<file path="config.mk">
export PLATFORM = sky130hd
export DESIGN_NAME = fg_bbox_tracker_flat
export DESIGN_NICKNAME = d
export VERILOG_FILES = /design/src/rtl/fg_bbox_tracker_if.sv /design/src/rtl/fg_bbox_tracker.sv /design/src/flat_wrapper.sv
export SDC_FILE = /design/constraint.sdc
export NUM_CORES = 1
export LEC_CHECK = 0
export CORE_MARGIN = 2
export CORE_UTILIZATION = 55
export DETAILED_ROUTE_END_ITERATION = 12
export GPL_ROUTABILITY_DRIVEN = 0
export MAX_ROUTING_LAYER = met4
export PLACE_DENSITY_LB_ADDON = 0.1
export SYNTH_ARGS = -nofsm -noshare
export SYNTH_HDL_FRONTEND = slang
export SYNTH_SLANG_ARGS = --single-unit
</file>
<file path="constraint.sdc">
create_clock -name clk -period 8.9 [get_ports clk]
set_input_delay 1.335 -clock clk [delete_from_list [all_inputs] [get_ports clk]]
set_output_delay 1.335 -clock clk [all_outputs]
set_load 0.005 [all_outputs]
</file>
<file path="src/rtl/fg_bbox_tracker_if.sv">
// Pixel-stream inputs and published bounding-box results of the foreground
// bbox tracker, with a master modport for the source and a slave modport for the tracker.
interface fg_bbox_tracker_if #(
  parameter int X_W   = 9,
  parameter int Y_W   = 8,
  parameter int CNT_W = 17
);
  logic             enable;
  logic             frame_start;
  logic             pix_valid;
  logic             fg_flag;
  logic [X_W-1:0]   bbox_x_min;
  logic [X_W-1:0]   bbox_x_max;
  logic [Y_W-1:0]   bbox_y_min;
  logic [Y_W-1:0]   bbox_y_max;
  logic [CNT_W-1:0] fg_count;
  logic             bbox_valid;
  logic             short_frame;
  logic             result_strobe;
  logic             busy;

  modport master (
    output enable, frame_start, pix_valid, fg_flag,
    input  bbox_x_min, bbox_x_max, bbox_y_min, bbox_y_max,
    input  fg_count, bbox_valid, short_frame, result_strobe, busy
  );

  modport slave (
    input  enable, frame_start, pix_valid, fg_flag,
    output bbox_x_min, bbox_x_max, bbox_y_min, bbox_y_max,
    output fg_count, bbox_valid, short_frame, result_strobe, busy
  );
endinterface

</file>
<file path="src/rtl/fg_bbox_tracker.sv">
// Rebuilds raster coordinates from the foreground flag stream and publishes a
// per-frame foreground count and bounding box at end of frame.
//
// state   | meaning
// IDLE    | waiting for frame_start; pix_valid ignored
// ACCUM   | accumulating count/box over the active frame
// PUBLISH | last pixel taken; outputs load on the next enabled cycle
module fg_bbox_tracker #(
  parameter int IMG_W      = 320,
  parameter int IMG_H      = 240,
  parameter int X_W        = 9,
  parameter int Y_W        = 8,
  parameter int CNT_W      = 17,
  parameter int MIN_PIXELS = 64
) (
  input  logic              clk,
  input  logic              rst,
  fg_bbox_tracker_if.slave  bus
);

  localparam logic [1:0] IDLE    = 2'd0;
  localparam logic [1:0] ACCUM   = 2'd1;
  localparam logic [1:0] PUBLISH = 2'd2;

  localparam logic [X_W-1:0]   X_LAST  = X_W'(IMG_W - 1);
  localparam logic [Y_W-1:0]   Y_LAST  = Y_W'(IMG_H - 1);
  localparam logic [CNT_W-1:0] CNT_MAX = {CNT_W{1'b1}};

  logic [1:0]       state, state_nxt;
  logic [X_W-1:0]   x, x_nxt, min_x, min_x_nxt, max_x, max_x_nxt;
  logic [Y_W-1:0]   y, y_nxt, min_y, min_y_nxt, max_y, max_y_nxt;
  logic [CNT_W-1:0] cnt, cnt_nxt;

  logic [X_W-1:0]   bx, bmin_x, bmax_x;
  logic [Y_W-1:0]   by, bmin_y, bmax_y;
  logic [CNT_W-1:0] bcnt;
  logic             restart, take, last, publish, pub_valid;

  logic [X_W-1:0]   o_x_min, o_x_max;
  logic [Y_W-1:0]   o_y_min, o_y_max;
  logic [CNT_W-1:0] o_count;
  logic             o_valid, o_short, o_strobe;

  always_comb begin
    restart = bus.enable & bus.frame_start;
    take    = bus.enable & bus.pix_valid & (restart | (state == ACCUM));
    publish = bus.enable & ((state == PUBLISH) | ((state == ACCUM) & bus.frame_start));

    // A restart means the coincident pixel sees a freshly cleared frame at (0,0).
    bx     = restart ? '0 : x;
    by     = restart ? '0 : y;
    bmin_x = restart ? X_LAST : min_x;
    bmax_x = restart ? '0 : max_x;
    bmin_y = restart ? Y_LAST : min_y;
    bmax_y = restart ? '0 : max_y;
    bcnt   = restart ? '0 : cnt;

    last = take & (bx == X_LAST) & (by == Y_LAST);

    x_nxt     = bx;
    y_nxt     = by;
    min_x_nxt = bmin_x;
    max_x_nxt = bmax_x;
    min_y_nxt = bmin_y;
    max_y_nxt = bmax_y;
    cnt_nxt   = bcnt;

    if (take) begin
      if (bx == X_LAST) begin
        x_nxt = '0;
        y_nxt = (by == Y_LAST) ? '0 : by + Y_W'(1);
      end else begin
        x_nxt = bx + X_W'(1);
      end
      if (bus.fg_flag) begin
        if (bcnt != CNT_MAX) cnt_nxt = bcnt + CNT_W'(1);
        if (bx < bmin_x) min_x_nxt = bx;
        if (bx > bmax_x) max_x_nxt = bx;
        if (by < bmin_y) min_y_nxt = by;
        if (by > bmax_y) max_y_nxt = by;
      end
    end

    state_nxt = state;
    if (bus.enable) begin
      if (last)                  state_nxt = PUBLISH;
      else if (restart)          state_nxt = ACCUM;
      else if (state == PUBLISH) state_nxt = IDLE;
    end

    pub_valid = (32'(cnt) >= MIN_PIXELS);
  end

  always_ff @(posedge clk) begin
    if (rst) begin
      state    <= IDLE;
      x        <= '0;
      y        <= '0;
      min_x    <= X_LAST;
      max_x    <= '0;
      min_y    <= Y_LAST;
      max_y    <= '0;
      cnt      <= '0;
      o_x_min  <= '0;
      o_x_max  <= '0;
      o_y_min  <= '0;
      o_y_max  <= '0;
      o_count  <= '0;
      o_valid  <= 1'b0;
      o_short  <= 1'b0;
      o_strobe <= 1'b0;
    end else begin
      state    <= state_nxt;
      x        <= x_nxt;
      y        <= y_nxt;
      min_x    <= min_x_nxt;
      max_x    <= max_x_nxt;
      min_y    <= min_y_nxt;
      max_y    <= max_y_nxt;
      cnt      <= cnt_nxt;
      o_strobe <= 1'b0;
      // Publish uses the pre-restart accumulators, so a truncated frame reports its partial result.
      if (publish) begin
        o_x_min  <= pub_valid ? min_x : '0;
        o_x_max  <= pub_valid ? max_x : '0;
        o_y_min  <= pub_valid ? min_y : '0;
        o_y_max  <= pub_valid ? max_y : '0;
        o_count  <= cnt;
        o_valid  <= pub_valid;
        o_short  <= (state == ACCUM);
        o_strobe <= 1'b1;
      end
    end
  end

  assign bus.bbox_x_min    = o_x_min;
  assign bus.bbox_x_max    = o_x_max;
  assign bus.bbox_y_min    = o_y_min;
  assign bus.bbox_y_max    = o_y_max;
  assign bus.fg_count      = o_count;
  assign bus.bbox_valid    = o_valid;
  assign bus.short_frame   = o_short;
  assign bus.result_strobe = o_strobe;
  assign bus.busy          = (state == ACCUM);

endmodule

</file>
<file path="src/flat_wrapper.sv">
// flat-port wrapper written by rule: the top's interface ports become plain ports
module fg_bbox_tracker_flat 
#(
  parameter int IMG_W      = 320,
  parameter int IMG_H      = 240,
  parameter int X_W        = 9,
  parameter int Y_W        = 8,
  parameter int CNT_W      = 17,
  parameter int MIN_PIXELS = 64
)
  (clk, rst, bus_enable, bus_frame_start, bus_pix_valid, bus_fg_flag, bus_bbox_x_min, bus_bbox_x_max, bus_bbox_y_min, bus_bbox_y_max, bus_fg_count, bus_bbox_valid, bus_short_frame, bus_result_strobe, bus_busy);
  fg_bbox_tracker_if #(.X_W(X_W), .Y_W(Y_W), .CNT_W(CNT_W)) bus_i ();
  input  logic clk;
  input  logic rst;
  input wire logic [$bits(bus_i.enable)-1:0] bus_enable;
  input wire logic [$bits(bus_i.frame_start)-1:0] bus_frame_start;
  input wire logic [$bits(bus_i.pix_valid)-1:0] bus_pix_valid;
  input wire logic [$bits(bus_i.fg_flag)-1:0] bus_fg_flag;
  output wire logic [$bits(bus_i.bbox_x_min)-1:0] bus_bbox_x_min;
  output wire logic [$bits(bus_i.bbox_x_max)-1:0] bus_bbox_x_max;
  output wire logic [$bits(bus_i.bbox_y_min)-1:0] bus_bbox_y_min;
  output wire logic [$bits(bus_i.bbox_y_max)-1:0] bus_bbox_y_max;
  output wire logic [$bits(bus_i.fg_count)-1:0] bus_fg_count;
  output wire logic [$bits(bus_i.bbox_valid)-1:0] bus_bbox_valid;
  output wire logic [$bits(bus_i.short_frame)-1:0] bus_short_frame;
  output wire logic [$bits(bus_i.result_strobe)-1:0] bus_result_strobe;
  output wire logic [$bits(bus_i.busy)-1:0] bus_busy;
  assign bus_i.enable = bus_enable;
  assign bus_i.frame_start = bus_frame_start;
  assign bus_i.pix_valid = bus_pix_valid;
  assign bus_i.fg_flag = bus_fg_flag;
  assign bus_bbox_x_min = bus_i.bbox_x_min;
  assign bus_bbox_x_max = bus_i.bbox_x_max;
  assign bus_bbox_y_min = bus_i.bbox_y_min;
  assign bus_bbox_y_max = bus_i.bbox_y_max;
  assign bus_fg_count = bus_i.fg_count;
  assign bus_bbox_valid = bus_i.bbox_valid;
  assign bus_short_frame = bus_i.short_frame;
  assign bus_result_strobe = bus_i.result_strobe;
  assign bus_busy = bus_i.busy;
  fg_bbox_tracker #(.IMG_W(IMG_W), .IMG_H(IMG_H), .X_W(X_W), .Y_W(Y_W), .CNT_W(CNT_W), .MIN_PIXELS(MIN_PIXELS)) u_core (.clk(clk), .rst(rst), .bus(bus_i));
endmodule
</file>
==> results_dict.tcl, run 1 <==
set metrics [dict create \
    setup_viol_count_final 0 \
    synth_cell_type_count 63 \
    gr-total-overflow 0 \
    antenna_found_initial 0 \
    max_freq_mhz 202.1 \
    area_growth_pct 21.59 \
    top_layer_used "met4" \
    required_ns 9.24 \
    syn_area_per_cell_um2 8.296 \
    cts_buffer_depth 2 \
    final.min_clock_period_ns 4.947 \
    hold_class "flop to flop" \
    hpwl_um 10000 \
    wl_um 15060 \
    power_per_cell_area_mw_per_mm2 187.9 \
    fp.dieH_um 107.4 \
    wire_per_inst_um 16.71 \
    io_pins 61 \
    die_area_mm2 0.01154 \
    grt_max_degree 96 \
    viasPerCell 5.991 \
    dr_wl_met3_um 607 \
    antenna_cells 0 \
    vias 5398 \
    critPathLaunchType "primary input" \
    die_w_um 107.4 \
    met1Wirelength_um 6733 \
    p_leak_nw 2.648 \
    synth_largest_area_cell "dfxtp_1" \
    finalSetupTns_ns 0 \
    fin_skew_ns 0.009923 \
    synth-edff-count 0 \
    synth_seq_cells 124 \
    path_max_fanout 48 \
    cts-htree-levels 4 \
    seq_area_mm2 0.002482 \
    fin_crit_sh 0.5559 \
    drtAntennaViolNets 0 \
    drv_slew 0 \
    r2r_cells 7 \
    first_iter_violations 403 \
    holdBufCountCts 0 \
    grt_setup_unrepaired "no" \
    numCtsBuffers 17 \
    cts_root_buffer "clkbuf_8" \
    netlist_area_mm2 0.005882 \
    layout_common_cells "124 x dfxtp_1, 89 x nand2_1, 88 x nor2_1" \
    syn_nets 746 \
    cap_violations 0 \
    maxSlewHeadroom 0.2621 \
    grt_pass1_vias 5089 \
    finalNetCount 789 \
    synthCells 709 \
    final_common_cell "dfxtp_1" \
    cp-end-kind "flop" \
    clock-sinks 124 \
    hold_path_depth 2 \
    fillerInstances 875 \
    cts_resized 0 \
    hold_ws_ns 0.4564 \
    synth_top_area_frac 0.4220 \
    yosys_warnings 0 \
    grt_pass1_wl_um 24580 \
    drc 0 \
    post_cts_buffers 0 \
    multi_input_area_mm2 0.003177 \
    clk_pin_slew_ns 0.06 \
    ys_top_cells_by_area "dfxtp_1 42%, ha_1 6.6%, nand2_1 5.7%, nor2_1 5.6%, a22oi_1 4.6%" \
    core.rowCount 37 \
    start_util 0.5672 \
    status "finished clean" \
    worstSetupPathType "primary input to flop" \
    cts_tree "done" \
    io_buffer_count 60 \
    synth_flop_cell "dfxtp_1" \
    clock_latency_ns 0.53 \
    dr.pass1.iters 6 \
    ys_seq_area_frac 0.4220 \
    drive_above_1_share 0.06275 \
    core_area_mm2 0.01037 \
    hold_viol_final 0 \
    worstMarginPinSlew_ns 1.103 \
    track_usage 0.2767 \
    cp.arrival_ns 5.28 \
    peakVddDrop_mv 0.1850 \
    wl_met2_um 7337 \
    synthArstFlopShare 0 \
]
metrics by stage:
stage	worst slack [ns]	std cells	util	instance area [um^2]	total power, W
floorplan	4.796	709	-	5882	0.0006039
global placement	3.680	869	0.6283	6515	0.0006150
detailed placement	3.551	869	0.6283	6515	0.0006160
CTS	4.033	901	0.6897	7152	0.001352
global route	3.666	901	0.6897	7152	0.001383
finish	3.953	901	0.6897	7152	0.001344
logic make-up (layout without fill, tap and decap cells):
| logic type | Yosys count | count (layout) | share of synthesized area |
|---|---|---|---|
| and+or+nand+nor | 297 | 297 | 0.2372 |
| AOI/OAI and AO/OA | 179 | 179 | 0.2014 |
| DFF | 124 | 124 | 0.4220 |
| buffers and inverters | 56 | 112 | 0.03935 |
| adders and majority gates | 32 | 32 | 0.06786 |
| xor gates and xnor gates | 17 | 17 | 0.02531 |
| muxes | 4 | 4 | 0.006807 |
state kept, by name (all words and copies together), names as in the netlist:
signal and flops:
u_core.max_x 9, u_core.max_y 8, u_core.bus.bbox_valid 1, u_core.cnt 17, u_core.min_y 8, u_core.state 2
u_core.bus.result_strobe 1, u_core.bus.bbox_x_max 9, u_core.min_x 9, u_core.bus.bbox_y_min 8, u_core.bus.bbox_x_min 9, u_core.y 8
u_core.bus.short_frame 1, u_core.bus.fg_count 17, u_core.x 9, u_core.bus.bbox_y_max 8
layer usage:
layer  GRT usage  vias up
met4      0.1117        0
li1            -     2622
met2      0.4458      139
met5           -        -
met3     0.05751       35
met1      0.3406     2602
final cells by class:
type	instances	share of cell area
Tap cell	136	0.02379
Timing Repair Buffer	64	0.08747
Multi-Input combinational cell	529	0.4442
Inverter	16	0.008397
Clock inverter	15	0.03114
Sequential cell	124	0.3471
Clock buffer	17	0.05791
synth_stat cells, types with 7 or more instances:
cell      count
dfxtp_1     124
nand2_1      90
nor2_1       88
a21oi_1      53
o21ai_0      38
a22oi_1      36
ha_1         31
clkbuf_1     29
nand3_1      27
inv_1        16
nor3_1       16
and2_1       15
and3_1       13
nor4_1        9
xnor2_1       9
buf_2         8
nor2b_1       8
xor2_1        8
a21o_1        7
worst max-delay path, stage by stage:
cell and delay [ns]:
clkdlybuf4s50_1 0.81, nand2_2 0.64, and2_1 0.47, ha_1 0.32, nor2b_1 0.16, o31ai_1 0.28, a21oi_1 0.11, o21ai_1 0.85
o21ai_0 0.30
where the power goes:
group | leakage, nW | switching, W | internal (W)
clock | 0.304 | 0.000256 | 0.000482
sequential | 1.00 | 0.00000378 | 0.000559
combinational | 1.34 | 0.0000307 | 0.0000116
worst paths after layout:
kind,endpoint,slack (ns),from
setup / recovery,u_core.max_x[1],3.95,bus_enable
hold / removal,u_core.bus.fg_count[15],0.46,u_core.bus.fg_count[15]
setup reg to reg,u_core.bus.bbox_x_max[2],5.50,u_core.state[0]
hold reg to reg,u_core.bus.fg_count[15],0.46,u_core.bus.fg_count[15]
(Power assumes the default switching activity.)
==> run 2: changes to the inputs <==
--- a/config.mk
+++ b/config.mk
@@ -6,7 +6,7 @@
 export NUM_CORES = 1
 export LEC_CHECK = 0
 export CORE_MARGIN = 2
-export CORE_UTILIZATION = 55
+export CORE_UTILIZATION = 51
 export DETAILED_ROUTE_END_ITERATION = 12
 export GPL_ROUTABILITY_DRIVEN = 0
 export MAX_ROUTING_LAYER = met4
==> constraint.sdc (replaced) <==
create_clock -name clk -period 4 [get_ports clk]
set_input_delay 0.6 -clock clk [delete_from_list [all_inputs] [get_ports clk]]
set_output_delay 0.6 -clock clk [all_outputs]
set_load 0.005 [all_outputs]
==> run 2 against run 1 <==
  * Die area rose by 7.5%
  * Worst hold slack got worse by 0.0010 ns
  * Flip-flop and latch count did not move
  * Count of clock-buffer cells in the layout rose by 7
  * Wire length rose by 5.3%
  * Via count rose by 0.70%
  * Combinational power rose by 150%
  * Global-route usage fell by 0.73 points
  * Final cell count rose by 2.3%
  * Clock skew fell by 0.0025 ns
  * Largest power group unchanged
==> results_dict.tcl, run 2 (synthesized netlist as in run 1, its figures left out) <==
set metrics [dict create \
    worstMarginPinSlew_ns 1.086 \
    grt_max_degree 94 \
    path_cells "clkdlybuf4s50_1, nand2_2, buf_4, and2_1, ha_1, and3_1, and3_1, or4b_1, nand2_1, xor2_1, nor2_1" \
    required_ns 4.27 \
    final.min_clock_period_ns 3.242 \
    wire_per_inst_um 17.19 \
    max_freq_mhz 308.4 \
    die_area_mm2 0.01241 \
    clock-sinks 124 \
    critPathLaunchType "primary input" \
    p_leak_nw 2.702 \
    critPathSlowestCell "or4b_1" \
    die_w_um 111.4 \
    drc 0 \
    fillerInstances 999 \
    cts_root_buffer "clkbuf_16" \
    io_buffer_count 60 \
    hold_class "flop to flop" \
    cts_tree "done" \
    cts_buffer_depth 2 \
    antenna_cells 0 \
    final_common_cell "dfxtp_1" \
    fin_skew_ns 0.007424 \
    peakVddDrop_mv 0.4052 \
    drtAntennaViolNets 0 \
    power_per_cell_area_mw_per_mm2 396.9 \
    hold_viol_final 0 \
    cts_resized 0 \
    numCtsBuffers 17 \
    grt_pass1_wl_um 26190 \
    drv_slew 0 \
    grt_pass1_vias 5317 \
    core.rowCount 39 \
    dr.pass1.iters 5 \
    clock_latency_ns 0.42 \
    hpwl_um 11000 \
    cp.arrival_ns 3.51 \
    cap_violations 0 \
    finalSetupTns_ns 0 \
    maxSlewHeadroom 0.2763 \
    viasPerCell 5.896 \
    post_cts_buffers 0 \
    gr-total-overflow 0 \
    fin_total_pwr_w 0.002864 \
    fp.dieH_um 111.4 \
    grt_setup_unrepaired "no" \
    layout_common_cells "124 x dfxtp_1, 89 x nand2_1, 88 x nor2_1" \
    fin_crit_sh 0.8106 \
    status "finished clean" \
    first_iter_violations 394 \
    cpPeakStageDelay_ns 0.51 \
    finalNetCount 804 \
    start_util 0.5196 \
    setup_viol_count_final 0 \
    core_area_mm2 0.01132 \
    worstSetupPathType "primary input to flop" \
    cp-end-kind "flop" \
    cts-htree-levels 4 \
    io_pins 61 \
    holdBufCountCts 0 \
    path_max_fanout 21 \
    clk_pin_slew_ns 0.05 \
    antenna_found_initial 0 \
    wl_um 15850 \
    vias 5436 \
    worst_path_most_repeated_cell "and3_1" \
    area_growth_pct 22.68 \
    drive_above_1_share 0.07574 \
    track_usage 0.2694 \
]
run 2: changes by cell type in the layout (fill, tap and decap cells not counted), sizes merged:
cell      before  now
bufinv         5    2
clkbuf        17   24
clkinvlp       3    1
buf            5   20
clkinv         7    4
run 2: final timing paths:
path                            slack [ns]  cells after the start                    from                endpoint
worst min register to register        0.46                      2  u_core.bus.fg_count[3]  u_core.bus.fg_count[3]
worst max register to register        1.49                      8             u_core.y[5]         u_core.max_y[0]
worst min-delay path                  0.46                      2  u_core.bus.fg_count[3]  u_core.bus.fg_count[3]
worst max-delay path                  0.76                     11         bus_frame_start           u_core.cnt[0]
run 2: metal layers:
| layer | vias up | global-route usage | wire length [um] |
|---|---|---|---|
| li1 | 2638 | - | - |
| met2 | 122 | 0.4431 | 8021 |
| met5 | - | - | 0 |
| met3 | 32 | 0.05661 | 668 |
| met4 | 0 | 0.1053 | 367 |
| met1 | 2644 | 0.3255 | 6791 |
run 2: power breakdown:
| group | internal, W | switching [W] | total [W] | leakage [nW] |
|---|---|---|---|---|
| combinational | 0.0000307 | 0.0000731 | 0.000104 | 1.42 |
| sequential | 0.00124 | 0.00000854 | 0.00125 | 1.00 |
| clock | 0.000974 | 0.000533 | 0.00151 | 0.286 |
run 2: cell type report:
cell class / count / area [um^2] / share of cell area
inverter: 16 / 60.06 / 0.008323
clock buffer: 24 / 491.7 / 0.06815
clock inverter: 7 / 87.58 / 0.01214
multi-input combinational: 529 / 3177 / 0.4403
sequential: 124 / 2482 / 0.3440
tap: 143 / 178.9 / 0.02480
timing repair buffer: 79 / 738.2 / 0.1023
run 2: per-stage QoR:
stage	utilization	setup WS (ns)	std cells	hold WS, ns	area, um^2
2_1_floorplan	-	0.6311	709	0.4402	5882
3_3_place_gp	0.5862	0.5084	891	0.4482	6636
3_5_place_dp	0.5862	0.3950	891	0.4485	6636
4_1_cts	0.6374	0.8023	922	0.4558	7216
5_1_grt	0.6374	0.5551	922	0.4708	7216
6_report	0.6374	0.7575	922	0.4554	7216
run 2: worst max-delay path: cells and delay by family:
| kind | cells | cell delay, ns |
|---|---|---|
| simple gates | 7 | 1.72 |
| buf+inv | 2 | 0.80 |
| fa+ha+maj | 1 | 0.19 |
| xor+xnor | 1 | 0.19 |
==> edit (config.mk and constraints of run 2) <==
`Y_W` is set to 8 in 3 places; all go to 12.
--- a/src/rtl/fg_bbox_tracker_if.sv
+++ b/src/rtl/fg_bbox_tracker_if.sv
@@ -2,7 +2,7 @@
 // bbox tracker, with a master modport for the source and a slave modport for the tracker.
 interface fg_bbox_tracker_if #(
   parameter int X_W   = 9,
-  parameter int Y_W   = 8,
+  parameter int Y_W   = 12,
   parameter int CNT_W = 17
 );
   logic             enable;
--- a/src/rtl/fg_bbox_tracker.sv
+++ b/src/rtl/fg_bbox_tracker.sv
@@ -9,7 +9,7 @@
   parameter int IMG_W      = 320,
   parameter int IMG_H      = 240,
   parameter int X_W        = 9,
-  parameter int Y_W        = 8,
+  parameter int Y_W        = 12,
   parameter int CNT_W      = 17,
   parameter int MIN_PIXELS = 64
 ) (
--- a/src/flat_wrapper.sv
+++ b/src/flat_wrapper.sv
@@ -4,7 +4,7 @@
   parameter int IMG_W      = 320,
   parameter int IMG_H      = 240,
   parameter int X_W        = 9,
-  parameter int Y_W        = 8,
+  parameter int Y_W        = 12,
   parameter int CNT_W      = 17,
   parameter int MIN_PIXELS = 64
 )
Interface: changed (resized bus_bbox_y_max and bus_bbox_y_min); port bits go from 61 to 69. No check against the original RTL was run, so the function may have changed too.
==> edit against run 2 <==
Die area grew 23%. Routed wire length grew 13%. Area after synthesis grew 23%. Setup slack gained 0.064 ns. Count of clock-buffer cells in the layout shrank 4. Non-clock buffer count grew 12. Total power grew 11%. Clock skew grew 0.0017 ns. Utilization shrank 1.2 points. Largest cell class unchanged. Sequential power grew 16%. Sequential cell count grew 20. Design area grew 20%.
==> edit: results <==
set metrics [dict create \
    outcome "finished clean" \
    drive_gt1_share_pct 10.6 \
    pre_cts_ws_ns 0.413 \
    ys_seq_area_share_pct 39.7 \
    setup_ws_ns 0.821 \
    grtUsageMet1_pct 30.9 \
    hpwlAfterDp_mm 12.4 \
    clockBufferDepth 2 \
    grt_first_pass_wirelength_mm 29.1 \
    portBuffers 68 \
    relSlewSlack_pct 55.4 \
    setup_viol 0 \
    dr_wl_met2_mm 8.71 \
    synth_common_cells "dfxtp_1 (144), nand2_1 (98), nor2_1 (97)" \
    yosysUniqueCellTypes 77 \
    vias_per_cell 5.76 \
    cts-resized-gates 0 \
    crit_arrival_ns 3.53 \
    min_from "u_core.bus.fg_count[5]$_SDFFE_PP0P_" \
    grt_use_total_pct 25.0 \
    worstReg2RegEnd "u_core.max_y[9]$_SDFF_PP0_" \
    antennaDiodeCount 0 \
    antenna_found_initial 0 \
    min_to "u_core.bus.fg_count[5]$_SDFFE_PP0P_" \
    grt_pass1_vias 5950 \
    grt_start_max_net_pins 62 \
    slowest_stage "clkdlybuf4s50_1" \
    p_leak_nw 3.16 \
    route.met3.wl_um 696 \
    reg2regPathDepth 8 \
    synth-async-reset-ratio_pct 0 \
    grtUsageMet3_pct 4.66 \
    grt_util_met2_pct 40.3 \
    cp_top_family "buffers and inverters" \
    cts-root-buf "clkbuf_16" \
    finClkSkew_ns 0.00917 \
    insertion_delay_ns 0.43 \
    post-cts-setup-buffers 0 \
    r2r_slack_ns 1.54 \
    drt-initial-drc-count 542 \
    path_max_fanout 17 \
    synth_warnings 0 \
    synth_nets 882 \
    crit-reg2reg-launch "u_core.y[8]$_SDFF_PP0_" \
    wl_met1_mm 8.07 \
    num-nets-final 933 \
    routedWlPerCell_um 16.5 \
    peakVddDrop_mv 0.276 \
    drt-pass1-iter-count 5 \
    ys_top_cells_by_area "dfxtp_1 (40%), ha_1 (6.0%), mux2i_1 (5.4%)" \
    nFillCells 1174 \
]
[edit: cell type report]
cell class                      count  area, sq um  share of cell area [%]
Sequential cell                   144         2880                    33.2
Tap cell                          180          225                    2.60
Clock inverter                     10          138                    1.59
Clock buffer                       20          457                    5.26
Inverter                           17         63.8                   0.735
Timing Repair Buffer               91          851                    9.81
Multi-Input combinational cell    621         4060                    46.8
[edit: how the worst max path moves through the flow]
| stage | start | to | cells past startpoint |
|---|---|---|---|
| after floorplan | bus_enable | u_core.max_y[2]$_SDFF_PP0_ | 13 |
| after global placement | bus_enable | u_core.max_y[4]$_SDFF_PP0_ | 11 |
| after detailed placement | bus_enable | u_core.max_y[9]$_SDFF_PP0_ | 11 |
| after CTS | bus_enable | u_core.max_y[9]$_SDFF_PP0_ | 11 |
| after global routing | bus_enable | u_core.y[5]$_SDFF_PP0_ | 9 |
| final | bus_enable | u_core.max_y[9]$_SDFF_PP0_ | 11 |
[edit: metrics by stage]
stage	area [sq um]	power, mW	hold slack [ns]	std cells
floorplan	7260	1.56	0.440	841
global route	8680	3.27	0.469	1083
global placement	8080	1.60	0.445	1053
detailed placement	8080	1.60	0.450	1053
CTS	8680	3.19	0.459	1083
finish	8680	3.18	0.453	1083
[edit: cells by family (layout without fill, tap and decap cells)]
kind of cell | Yosys count | after routing | share of synthesized area [%]
and+or+nand+nor | 356 | 356 | 24.1
xor gates and xnor gates | 17 | 17 | 2.05
DFF | 144 | 144 | 39.7
AOI/OAI and AO/OA | 165 | 165 | 16.7
muxes | 46 | 46 | 6.46
adders and majority gates | 37 | 37 | 6.31
buffers and inverters | 76 | 138 | 4.65
[edit: where the power goes]
part	internal (mW)	total [mW]	switching (mW)
Clock	1.00	1.61	0.606
Sequential	1.44	1.45	0.00806
Combinational	0.0376	0.123	0.0853
Total	2.48	3.18	0.699
